File: src/rtl/am_ctrl_pkg.sv
// Shared types and helpers for the AM chain controller: FSM state codes,
// sample widths and the per-sample deviation from mid-scale.
package am_ctrl_pkg;

  localparam int DEV_W = 7;
  localparam int AD_W  = 8;
  localparam logic [AD_W-1:0] MID = 8'd128;

  typedef enum logic [1:0] {
    ST_IDLE   = 2'd0,
    ST_FLUSH  = 2'd1,
    ST_SEARCH = 2'd2,
    ST_LOCK   = 2'd3
  } state_e;

  // Distance from mid-scale; symmetric so 127 and 128 both give 0.
  function automatic logic [DEV_W-1:0] calc_dev(input logic [AD_W-1:0] d);
    return (d >= MID) ? DEV_W'(d - MID) : DEV_W'((MID - 1'b1) - d);
  endfunction

endpackage

File: src/rtl/am_peak_win.sv
// Window counter, running peak deviation, latched window peak and win_end.
// With AM_CTRL_OVLD_EN defined, also counts rail hits (0/255) per window.
module am_peak_win
  import am_ctrl_pkg::*;
#(
  parameter int WIN_LEN = 1024
`ifdef AM_CTRL_OVLD_EN
  , parameter int OVLD_LIM = 8
`endif
) (
  input  logic             clk1,
  input  logic             sys_rst_n,
  input  logic             run_i,
  input  logic             run_nxt_i,
  input  logic [AD_W-1:0]  ad_data_i,
  output logic             win_end_o,
  output logic [DEV_W-1:0] win_peak_o,
  output logic [DEV_W-1:0] peak_level_o
`ifdef AM_CTRL_OVLD_EN
  , output logic           ovld_d_o
  , output logic           ovld_o
`endif
);

  localparam int CW = $clog2(WIN_LEN);
  localparam logic [CW-1:0] LAST = CW'(WIN_LEN - 1);

  logic [CW-1:0]    cnt_q, cnt_d;
  logic [DEV_W-1:0] run_pk_q, run_pk_d;
  logic [DEV_W-1:0] lvl_q, lvl_d;
  logic [DEV_W-1:0] dev;
  logic             win_end_q, win_end_d;

  // win_end is registered from the next count so it is high exactly while
  // sample WIN_LEN-1 is on ad_data; win_peak_o already includes that sample.
  always_comb begin
    dev        = calc_dev(ad_data_i);
    win_peak_o = (dev > run_pk_q) ? dev : run_pk_q;
    cnt_d      = run_i ? cnt_q + 1'b1 : '0;
    win_end_d  = run_nxt_i && (cnt_d == LAST);
    run_pk_d   = '0;
    lvl_d      = lvl_q;
    if (run_i) begin
      if (win_end_q) lvl_d = win_peak_o;
      else           run_pk_d = win_peak_o;
    end
  end

  always_ff @(posedge clk1 or negedge sys_rst_n) begin
    if (!sys_rst_n) begin
      cnt_q     <= '0;
      run_pk_q  <= '0;
      lvl_q     <= '0;
      win_end_q <= 1'b0;
    end else begin
      cnt_q     <= cnt_d;
      run_pk_q  <= run_pk_d;
      lvl_q     <= lvl_d;
      win_end_q <= win_end_d;
    end
  end

  assign win_end_o    = win_end_q;
  assign peak_level_o = lvl_q;

`ifdef AM_CTRL_OVLD_EN
  localparam int RW = $clog2(WIN_LEN + 1);

  logic [RW-1:0] rail_q, rail_d, rail_sum;
  logic          ovld_q;
  logic          hit;

  always_comb begin
    hit      = (ad_data_i == '0) || (ad_data_i == '1);
    rail_sum = rail_q + RW'(hit);
    rail_d   = '0;
    ovld_d_o = ovld_q;
    if (run_i) begin
      if (win_end_q) ovld_d_o = (32'(rail_sum) > OVLD_LIM);
      else           rail_d   = rail_sum;
    end
  end

  always_ff @(posedge clk1 or negedge sys_rst_n) begin
    if (!sys_rst_n) begin
      rail_q <= '0;
      ovld_q <= 1'b0;
    end else begin
      rail_q <= rail_d;
      ovld_q <= ovld_d_o;
    end
  end

  assign ovld_o = ovld_q;
`endif

endmodule

File: src/rtl/am_chain_ctrl.sv
// Sequencing/carrier-supervision FSM for the AM demod chain (IDLE/FLUSH/
// SEARCH/LOCK). AM_CTRL_OVLD_EN adds the ovld output and overload mute.
module am_chain_ctrl
  import am_ctrl_pkg::*;
#(
  parameter int WARMUP_CYC = 64,
  parameter int WIN_LEN    = 1024,
  parameter int ON_THRESH  = 16,
  parameter int OFF_THRESH = 8,
  parameter int LOSS_WINS  = 2
`ifdef AM_CTRL_OVLD_EN
  , parameter int OVLD_LIM = 8
`endif
) (
  input  logic             clk1,
  input  logic             sys_rst_n,
  input  logic             enable,
  input  logic [AD_W-1:0]  ad_data,
  input  logic             fir_valid,
  output logic             fir_sink_valid,
  output logic             da_mute,
  output logic             carrier_ok,
  output logic [DEV_W-1:0] peak_level,
  output logic [2:0]       state,
  output logic             win_end
`ifdef AM_CTRL_OVLD_EN
  , output logic           ovld
`endif
);

  localparam int WW = $clog2(WARMUP_CYC + 1);
  localparam int LW = $clog2(LOSS_WINS + 1);

  state_e           state_q, state_d;
  logic [WW-1:0]    warm_q, warm_d, warm_inc;
  logic [LW-1:0]    weak_q, weak_d, weak_inc;
  logic             fsv_q, mute_q, ok_q, mute_d;
  logic [DEV_W-1:0] win_peak;
  logic             ovld_nxt;

  am_peak_win #(
    .WIN_LEN     (WIN_LEN)
`ifdef AM_CTRL_OVLD_EN
    , .OVLD_LIM  (OVLD_LIM)
`endif
  ) u_peak (
    .clk1        (clk1),
    .sys_rst_n   (sys_rst_n),
    .run_i       (state_q != ST_IDLE),
    .run_nxt_i   (state_d != ST_IDLE),
    .ad_data_i   (ad_data),
    .win_end_o   (win_end),
    .win_peak_o  (win_peak),
    .peak_level_o(peak_level)
`ifdef AM_CTRL_OVLD_EN
    , .ovld_d_o  (ovld_nxt)
    , .ovld_o    (ovld)
`endif
  );

`ifndef AM_CTRL_OVLD_EN
  assign ovld_nxt = 1'b0;
`endif

  // Later assignments override earlier ones: enable beats fir_valid loss,
  // which beats any window-driven transition.
  always_comb begin
    state_d  = state_q;
    warm_inc = warm_q + 1'b1;
    weak_inc = weak_q + 1'b1;
    warm_d   = warm_q;
    weak_d   = weak_q;
    case (state_q)
      ST_IDLE:   if (enable) state_d = ST_FLUSH;
      ST_FLUSH: begin
        if (fir_valid) begin
          warm_d = warm_inc;
          if (warm_inc == WW'(WARMUP_CYC)) state_d = ST_SEARCH;
        end else begin
          warm_d = '0;
        end
      end
      ST_SEARCH: if (win_end && (win_peak >= DEV_W'(ON_THRESH))) state_d = ST_LOCK;
      ST_LOCK: begin
        if (win_end) begin
          if (win_peak < DEV_W'(OFF_THRESH)) begin
            weak_d = weak_inc;
            if (weak_inc == LW'(LOSS_WINS)) state_d = ST_SEARCH;
          end else begin
            weak_d = '0;
          end
        end
      end
      default:   state_d = ST_IDLE;
    endcase
    if (!fir_valid && ((state_q == ST_SEARCH) || (state_q == ST_LOCK))) state_d = ST_FLUSH;
    if (!enable) state_d = ST_IDLE;
    if (state_d != ST_FLUSH) warm_d = '0;
    if (state_d != ST_LOCK)  weak_d = '0;
    mute_d = (state_d != ST_LOCK) || ovld_nxt;
  end

  always_ff @(posedge clk1 or negedge sys_rst_n) begin
    if (!sys_rst_n) begin
      state_q <= ST_IDLE;
      warm_q  <= '0;
      weak_q  <= '0;
      fsv_q   <= 1'b0;
      mute_q  <= 1'b1;
      ok_q    <= 1'b0;
    end else begin
      state_q <= state_d;
      warm_q  <= warm_d;
      weak_q  <= weak_d;
      fsv_q   <= (state_d != ST_IDLE);
      mute_q  <= mute_d;
      ok_q    <= (state_d == ST_LOCK);
    end
  end

  // fir_sink_valid is a plain qualifier: high whenever the chain is running.
  assign fir_sink_valid = fsv_q;
  assign da_mute        = mute_q;
  assign carrier_ok     = ok_q;
  assign state          = {1'b0, state_q};

endmodule

File: config.mk
export PLATFORM = sky130hd
export DESIGN_NAME = am_chain_ctrl
export DESIGN_NICKNAME = d
export VERILOG_FILES = /design/src/rtl/am_ctrl_pkg.sv /design/src/rtl/am_peak_win.sv /design/src/rtl/am_chain_ctrl.sv
export SDC_FILE = /design/constraint.sdc
export NUM_CORES = 1
export LEC_CHECK = 0
export CORE_ASPECT_RATIO = 0.8
export CORE_MARGIN = 10
export CORE_UTILIZATION = 33
export CTS_CLUSTER_DIAMETER = 40
export DETAILED_ROUTE_END_ITERATION = 8
export GPL_ROUTABILITY_DRIVEN = 0
export GPL_TIMING_DRIVEN = 0
export PLACE_DENSITY = 0.57
export SLEW_MARGIN = 40
export SYNTH_ARGS = -nofsm -noshare
export SYNTH_HDL_FRONTEND = slang
export SYNTH_HIERARCHICAL = 1
export SYNTH_SLANG_ARGS = --single-unit
File: constraint.sdc
create_clock -name clk1 -period 7.9 [get_ports clk1]
set_input_delay 1.185 -clock clk1 [delete_from_list [all_inputs] [get_ports clk1]]
set_output_delay 1.185 -clock clk1 [all_outputs]
set_load 0.05 [all_outputs]
== Word level (Yosys, flattened, before mapping) ==
Cells that the tools add are included.
Storage, ports and cells
  word-level logic and storage cells: 62
  flip-flop bits (word level): 39
  bits of input ports: 12
  output and inout bits: 14
Operators by class
  equality and inequality tests: 9
  multiplexer cells: 21
  add/subtract/negate cells: 5
  reductions and logical operators: 13
  $lt $le $gt $ge: 4
Operators by type and width (number)
  7-bit two-way mux: 7
  2-bit two-way mux: 12
  10-bit by 1-bit adder with 10-bit output, second input constant: 1
  10-bit equality test, second input constant: 1
  10-bit two-way mux: 1
  2-bit nonzero test: 5
  2-bit equality test, second input constant: 4
  8-bit greater-or-equal comparator, second input constant: 1
  2-bit case mux with 4 select lines: 1
  7-bit by 1-bit adder with 7-bit output, second input constant: 1
  7-bit equality test, second input constant: 1
  7-bit by 5-bit greater-or-equal comparator with 1-bit output, second input constant: 1
  7-bit greater-than comparator: 1
  7-bit by 4-bit less-than comparator with 1-bit output, second input constant: 1
  7-bit by 1-bit subtractor with 7-bit output, second input constant: 1
  7-bit subtractor, first input constant: 1
  2-bit AND reduction: 2
  1-bit logical AND: 3
  2-bit by 1-bit adder with 2-bit output, second input constant: 1
  2-bit by 1-bit equality test with 1-bit output, second input constant: 1
  2-bit logical NOT: 1
  2-bit by 1-bit inequality test with 1-bit output, second input constant: 1
  2-bit inequality test, second input constant: 1
  1-bit logical NOT: 1
  1-bit logical OR: 1

== Logic depth before layout (Yosys ltp) ==
Gate-level depths: netlist of run 1.
  depth in word-level cells: 13
  gate-level depth with buffers: 15
  mapped depth without buffers: 15

== By module ==
The synthesis of run 1 kept the hierarchy.
By module, submodules not included
  am_peak_win: cells an instance 151, sequential area each 625.6 um^2, area an instance 1435.1 um^2, times used 1
  am_chain_ctrl: cells an instance 96, sequential area each 351.6 um^2, area an instance 878.3 um^2, times used 1

== Worst setup path before layout of run 1 ==
Ideal clock, no wire load.
  path kind: input to register
  start: input port ad_data[4]
  end: register warm_q[1]
  buffers on the path: 0
  data required time: 7748 ps
  stages: 13
  data arrival time: 4220 ps
  path slack: 3527 ps
  library setup time: 152 ps
  path through: or4_4 > nor3_4 > nor2_1 > ha_1 > a21oi_1 > o21ai_0 > o21ai_2 > mux2i_1 > inv_1 > nor4_1 > a41oi_1 > o21ai_1 > a222oi_1
Between the ends
  word-level cells in the longest chain between the ends: 12
  elaborated cells on any way between the ends: 18
  classes of those cells: add/sub: 2; order compare: 4; eq/ne: 1; mux: 9; reduce/logical: 2
RTL lines
  from (decl): line am_chain_ctrl.sv:18  | input logic [AD_W-1:0] ad_data,
  7-bit subtractor, or another cell as far along: line am_ctrl_pkg.sv:18  | return (d >= MID) ? DEV_W'(d - MID) : DEV_W'((MID - 1'b1) - d);
  7-bit two-way mux (*): line am_ctrl_pkg.sv:18
  7-bit greater-than comparator: line am_peak_win.sv:38  | win_peak_o = (dev > run_pk_q) ? dev : run_pk_q;
  7-bit two-way mux (*): line am_peak_win.sv:38
  net win_peak[5]: line am_chain_ctrl.sv:38  | logic [DEV_W-1:0] win_peak;
  7-bit by 4-bit less-than comparator with 1-bit output or 7-bit by 5-bit greater-or-equal comparator with 1-bit output (tied branches): line am_chain_ctrl.sv:86, am_chain_ctrl.sv:83
  2-bit two-way mux or 1-bit logical AND (tied branches): line am_chain_ctrl.sv:86, am_chain_ctrl.sv:83
  2-bit two-way mux (on tied branches): line am_chain_ctrl.sv:85, am_chain_ctrl.sv:83
  2-bit case mux with 4 select lines (*): line am_chain_ctrl.sv:73  | case (state_q)
  2-bit two-way mux (*): line am_chain_ctrl.sv:96  | if (!fir_valid && ((state_q == ST_SEARCH) || (state_q == ST_LOCK))) state_d = ST_FLUSH;
  2-bit two-way mux (*): line am_chain_ctrl.sv:97  | if (!enable) state_d = ST_IDLE;
  2-bit by 1-bit inequality test with 1-bit output (*): line am_chain_ctrl.sv:98  | if (state_d != ST_FLUSH) warm_d = '0;
  7-bit two-way mux or 2-bit nonzero test (tied branches)
  to (signal assigned): line am_chain_ctrl.sv:113  | warm_q <= warm_d;
  to (decl): line am_chain_ctrl.sv:35  | logic [WW-1:0] warm_q, warm_d, warm_inc;
The timed path passes the listed nets; every way through them passes the cells marked *.
A chain may end at the register's enable or synchronous reset.

== Final worst setup path of run 1 ==
  start: input port ad_data[4]
  end: register warm_q[4]
Same word-level chain as after synthesis.

==> flow_summary_export.csv, run 1 <==
group,metric,value,unit
drt,first_pass_iters,5,
clocking,clk_pin_slew,80,ps
logic_synthesis,syn_area_per_cell,9.44,um2
clocking,postCtsHoldBufs,0,
drt,wirelength,4990,um
grt,antenna_found_initial,0,
timing,rsz0062_at_grt,"no",
floorplan,core-area,0.00682,mm2
drt,drcViolationCount,0,
grt,grt_use_met2,0.137,
grt,grt_max_degree,40,
drt,drtAntennaViolNets,0,
status,outcome,"finished, final reports clean",
drt,wire_per_inst,13.7,um
timing,drv_slew,0,
clocking,clockBufferDepth,2,
logic_synthesis,synthesis.instances,244,
clocking,cts_sinks,39,
finish,fin_util,0.401,
timing,setup_ws,2730,ps
power,ir_worst_vdd,0.0508,mV
grt,met3_usage,0.0253,
placement,portBuffers,24,
drt,via_per_inst,4.94,
setup_path,rrSetupSlack,4530,ps
power,total_power,0.468,mW
drt,drt_iter0_markers,131,
min_path,min_to,"u_peak/peak_level_o[2]",
timing,fin_skew,7.27,ps
timing,setup-tns-final,0,ps
placement,dp_slack,2430,ps
setup_path,cp-start-kind,"input port",
grt,grt_overflow,0,
floorplan,die_y,94.7,um
timing,slew_headroom,0.513,
clocking,insertion_delay,300,ps
setup_path,timing.rr.start,"u_peak/run_pk_q[6]",
logic_synthesis,ys_warn_count,6,
setup_path,r2r_cells,11,
floorplan,row_count,27,
finish,num_antenna_cells,0,
floorplan,die_area,0.0107,mm2
setup_path,crit_type,"in -> reg",
grt,grt_pass1_vias,1684,
drt,vias,1795,
setup_path,r2r-end,"warm_q[4]",
finish,areaGrowthSynthToFinish,18.7,%
setup_path,required,8040,ps
setup_path,arrival,5300,ps
clocking,htreeDepth,2,
setup_path,critPathMaxFanout,8,
run,cap_violations,0,
timing,timing.fmax,0.194,GHz
min_path,worstHoldStart,"u_peak/peak_level_o[2]",
floorplan,initial_core_util,0.337,
timing,fin_crit_sh,0.654,
grt,grt_pass1_wl,8400,um
clocking,ctsResizeCount,0,
power,power_density,171,mW/mm2
grt,track_usage,0.0963,
setup_path,crit_path_end_kind,"flop",
min_path,hold_path.class,"reg -> reg",
clocking,root_buffer,"clkbuf_8",
logic_synthesis,netlist_area,0.00230,mm2
timing,tightest_slew,729,ps
clocking,postCtsSetupBuffers,0,
logic_synthesis,synth_nets,267,
floorplan,io_pins,26,
min_path,hold_depth,2,
timing,setup_viol,0,
clocking,tritoncts,"done",
placement,dp_hpwl,3690,um
grt,grt-busiest-layer,"met2",
finish,nNetsFinal,298,
clocking,cts_buffers,5,
timing,min_period,5170,ps
floorplan,die_x,113,um
finish,drive_gt1_frac,0.0870,
power,cellLeakagePower,1.17,nW
timing,hold_viol,0,
grt,use_met1,0.134,
-- routing by layer --
layer  up-vias  part of all wire
met5         -                 0
met4         0             0.017
met3         7             0.052
met2        31              0.43
met1       829              0.50
li1        928                 -
-- through the flow --
stage / area, um2 / cells / hold slack [ps]
final: 2730 / 363 / 505
after global routing: 2730 / 363 / 551
after CTS: 2730 / 363 / 516
after detailed placement: 2650 / 355 / 497
after global placement: 2650 / 355 / 479
after floorplan: 2300 / 244 / 494
-- where the power goes --
group	switching, mW	internal [mW]
logic	0.0695	0.0423
clock network	0.0730	0.0617
registers	0.0105	0.211
total	0.153	0.315
-- layout by cell type, fill, tap and decap left out, types with 5 or more instances in the layout --
cell type,n
nand4_1,6
clkbuf_8,6
and2_1,10
xnor2_1,5
nor2_1,22
xor2_1,8
nand3_1,9
dfrtp_1,38
nand2_1,23
mux2i_1,7
clkbuf_1,6
clkdlybuf4s50_1,23
ha_1,11
o21ai_0,9
a222oi_1,5
inv_1,15
a21oi_1,10
nand2b_1,5
nor3_1,5
-- registers in the layout, indices dropped and copies added, names as in the netlist --
name and flops:
carrier_ok 1, da_mute 1, fir_sink_valid 1, state_q 2
u_peak/cnt_q 10, u_peak/peak_level_o 7, u_peak/run_pk_q 7, u_peak/win_end_o 1
warm_q 7, weak_q 2
-- worst max path at each step --
stage / start / end / slack (ps) / cells past startpoint
after floorplan: ad_data[4] / warm_q[1] / 3530 / 13
after global placement: ad_data[4] / warm_q[4] / 2420 / 14
after detailed placement: ad_data[4] / warm_q[4] / 2430 / 14
after CTS: ad_data[4] / warm_q[4] / 2720 / 14
after global routing: ad_data[4] / warm_q[4] / 2260 / 14
final: ad_data[4] / warm_q[4] / 2730 / 14
-- critical path: stages --
cell	delay (ps)
clkdlybuf4s50_1	450
or4_4	570
nor3_4	180
nor2_1	100
ha_1	310
a21oi_1	120
o21ai_0	150
o21ai_2	390
mux2i_1	340
inv_1	110
nor4_1	380
a41oi_1	190
o21ai_1	560
a222oi_1	260
-- cell type report --
cell class | count | area (um2)
fill | 702 | 4090
timing repair buffer | 24 | 238
clock inverter | 2 | 12.5
inverter | 15 | 56.3
tap | 87 | 109
multi-input combinational | 181 | 1210
buffer | 9 | 55.1
sequential | 39 | 977
clock buffer | 6 | 72.6
No activity file was read; power rests on OpenSTA's default activity.
==> run 2, diff against run 1 <==
==> constraint.sdc (replaced) <==
create_clock -name clk1 -period 5.3 [get_ports clk1]
set_input_delay 0.795 -clock clk1 [delete_from_list [all_inputs] [get_ports clk1]]
set_output_delay 0.795 -clock clk1 [all_outputs]
set_load 0.05 [all_outputs]
==> results of run 2 <==
The final DEF is identical to that of run 1. Status: finished, final reports clean.
Main changes from that run: setup slack after placement 2430 ps -> 217 ps; setup slack after layout 2730 ps -> 525 ps; hold slack 505 ps -> 457 ps; register-to-register setup slack 4530 ps -> 1930 ps; total power 0.468 mW -> 0.697 mW; worst IR drop on VDD 0.0508 mV -> 0.0757 mV
==> run 3, diff against run 2 <==
--- a/config.mk
+++ b/config.mk
@@ -10,9 +10,11 @@
 export CORE_UTILIZATION = 33
 export CTS_CLUSTER_DIAMETER = 40
 export DETAILED_ROUTE_END_ITERATION = 8
+export DONT_BUFFER_PORTS = 1
 export GPL_ROUTABILITY_DRIVEN = 0
 export GPL_TIMING_DRIVEN = 0
-export PLACE_DENSITY = 0.57
+export PLACE_DENSITY = 0.52
+export SKIP_LAST_GASP = 1
 export SLEW_MARGIN = 40
 export SYNTH_ARGS = -nofsm -noshare
 export SYNTH_HDL_FRONTEND = slang
==> run 3 against run 2 <==
Net effect:
- die area unchanged
- combinational power is 14% lower
- design area down 8.8%
- clock skew is 3.0 ps lower
- via count decreased by 3.2%
- flip-flop and latch count unchanged
- worst hold slack lost 270 ps
- sequential power up 2%
- non-clock buffer count shrank 24
- clock power fell by 2%
- global-route usage decreased by 0.099 points
- register-to-register slack worse by 120 ps
- highest routed layer unchanged
==> flow_summary_export.csv, run 3 (synthesis results as in run 1) <==
group,metric,value,unit
setup_path,critPathMaxStageDelay,630,ps
timing,setup-tns-final,0,ps
setup_path,crit_family,"compound AO/OA/AOI/OAI gates",
timing,setup_ws,923,ps
finish,layout_common_cells,"dfrtp_1 (38), nand2_1 (23), nor2_1 (22)",
clocking,insertion_delay,290,ps
power,swShare,0.317,
placement,portBuffers,0,
finish,regMostFlops,"u_peak/cnt_q",
setup_path,crit_path_end_kind,"flop",
finish,fin_util,0.365,
power,p_seq_frac,0.497,
min_path,hold_path.class,"in -> async",
grt,grt_overflow,0,
setup_path,arrival,4500,ps
clocking,cts_buffers,5,
finish,areaGrowthSynthToFinish,8.26,%
timing,fin_crit_sh,0.826,
finish,mostFrequentLayoutCell,"dfrtp_1",
clocking,postCtsHoldBufs,0,
drt,drcViolationCount,0,
setup_path,critPathSlowestCell,"o21ai_1",
timing,hold_viol,0,
grt,antenna_found_initial,0,
floorplan,row_count,27,
grt,grt_pass1_vias,1636,
floorplan,die_y,94.7,um
drt,first_pass_iters,5,
power,clkPwrFrac,0.290,
floorplan,die_x,113,um
clocking,cts_sinks,39,
run,cap_violations,0,
drt,drt_iter0_markers,110,
placement,dp_cells,331,
timing,tightest_slew,709,ps
floorplan,die_area,0.0107,mm2
drt,via_per_inst,5.13,
setup_path,cp-start-kind,"input port",
status,outcome,"finished, final reports clean",
setup_path,rrSetupSlack,1810,ps
drt,drtAntennaViolNets,0,
power,combPwrFrac,0.212,
clocking,ctsResizeCount,0,
timing,setup_viol,0,
setup_path,critPathMaxFanout,8,
timing,drv_slew,0,
setup_path,crit_type,"in -> reg",
floorplan,io_pins,26,
power,cellLeakagePower,1.08,nW
floorplan,initial_core_util,0.337,
power,p_int,0.461,mW
floorplan,core-area,0.00682,mm2
power,switchingPower,0.214,mW
setup_path,required,5420,ps
setup_path,r2r_cells,11,
finish,drive_gt1_frac,0.0873,
clocking,postCtsSetupBuffers,0,
timing,min_period,4380,ps
grt,grt_pass1_wl,8330,um
setup_path,cp_num_buf_inv,1,
finish,num_antenna_cells,0,
drt,vias,1738,
timing,slew_headroom,0.526,
clocking,tritoncts,"done",
setup_path,path_cells,"or4_4 > o21ai_1 > nand2_1 > ha_1 > a21oi_1 > a21oi_1 > o21ai_2 > mux2i_1 > inv_1 > nor4_1 > a41oi_1 > o21ai_1 > a222oi_1",
finish,fin_cells,339,
timing,fin_skew,4.23,ps
power,power_density,271,mW/mm2
placement,dp_slack,621,ps
clocking,htreeDepth,2,
timing,timing.fmax,0.228,GHz
timing,rsz0062_at_grt,"no",
drt,wire_per_inst,14.7,um
grt,grt_max_degree,40,
clocking,clockBufferDepth,2,
finish,nNetsFinal,274,
finish,largest_register_ffs,10,
clocking,root_buffer,"clkbuf_8",
power,ir_worst_vdd,0.0884,mV
setup_path,cp.depth,13,
placement,dp_hpwl,3700,um
grt,track_usage,0.0953,
clocking,clk_pin_slew,70,ps
drt,wirelength,4970,um
==> run 3: cell types whose count changed in the layout (fill, tap and decap cells not counted) <==
cell | before | now
clkbuf_1 | 6 | 7
buf_4 | 2 | 1
clkinvlp_4 | 1 | 0
clkdlybuf4s50_1 | 23 | 0
==> run 3: power by group through the flow <==
stage               clock network [mW]  registers, mW  logic, mW
finish                           0.196          0.335      0.143
global route                     0.219          0.339      0.166
CTS                              0.208          0.336      0.145
detailed placement                   0          0.341      0.144
global placement                     0          0.341      0.144
floorplan                            0          0.337      0.114
==> run 3: per-stage QoR <==
stage / instance area, um2 / hold WS, ps / power [mW]
3_3_place_gp: 2410 / 501 / 0.485
6_report: 2490 / 191 / 0.675
5_1_grt: 2490 / 172 / 0.724
4_1_cts: 2490 / 175 / 0.689
2_1_floorplan: 2300 / 494 / 0.451
3_5_place_dp: 2410 / 501 / 0.486
==> run 3: final cells by class <==
type	count	area, um2
buffer	9	55.1
clock inverter	1	5.00
tap	87	109
fill	694	4330
multi-input combinational	181	1210
inverter	15	56.3
sequential	39	977
clock buffer	7	76.3
==> run 3: per-layer routing <==
layer | wire length, um | GRT usage | up-vias
met5 | 0 | 0 | -
met4 | 57 | 0.0380 | 0
met3 | 316 | 0.0311 | 6
met2 | 2120 | 0.136 | 38
met1 | 2470 | 0.129 | 817
li1 | - | - | 877
==> run 3: final timing paths <==
kind / startpoint / endpoint
min in group clk1: u_peak/cnt_q[0] / u_peak/cnt_q[0]
max in group asynchronous: sys_rst_n / da_mute
worst max register to register: u_peak/run_pk_q[2] / warm_q[5]
worst min-delay path: sys_rst_n / warm_q[4]
worst max-delay path: ad_data[4] / warm_q[5]
worst min register to register: u_peak/cnt_q[0] / u_peak/cnt_q[0]
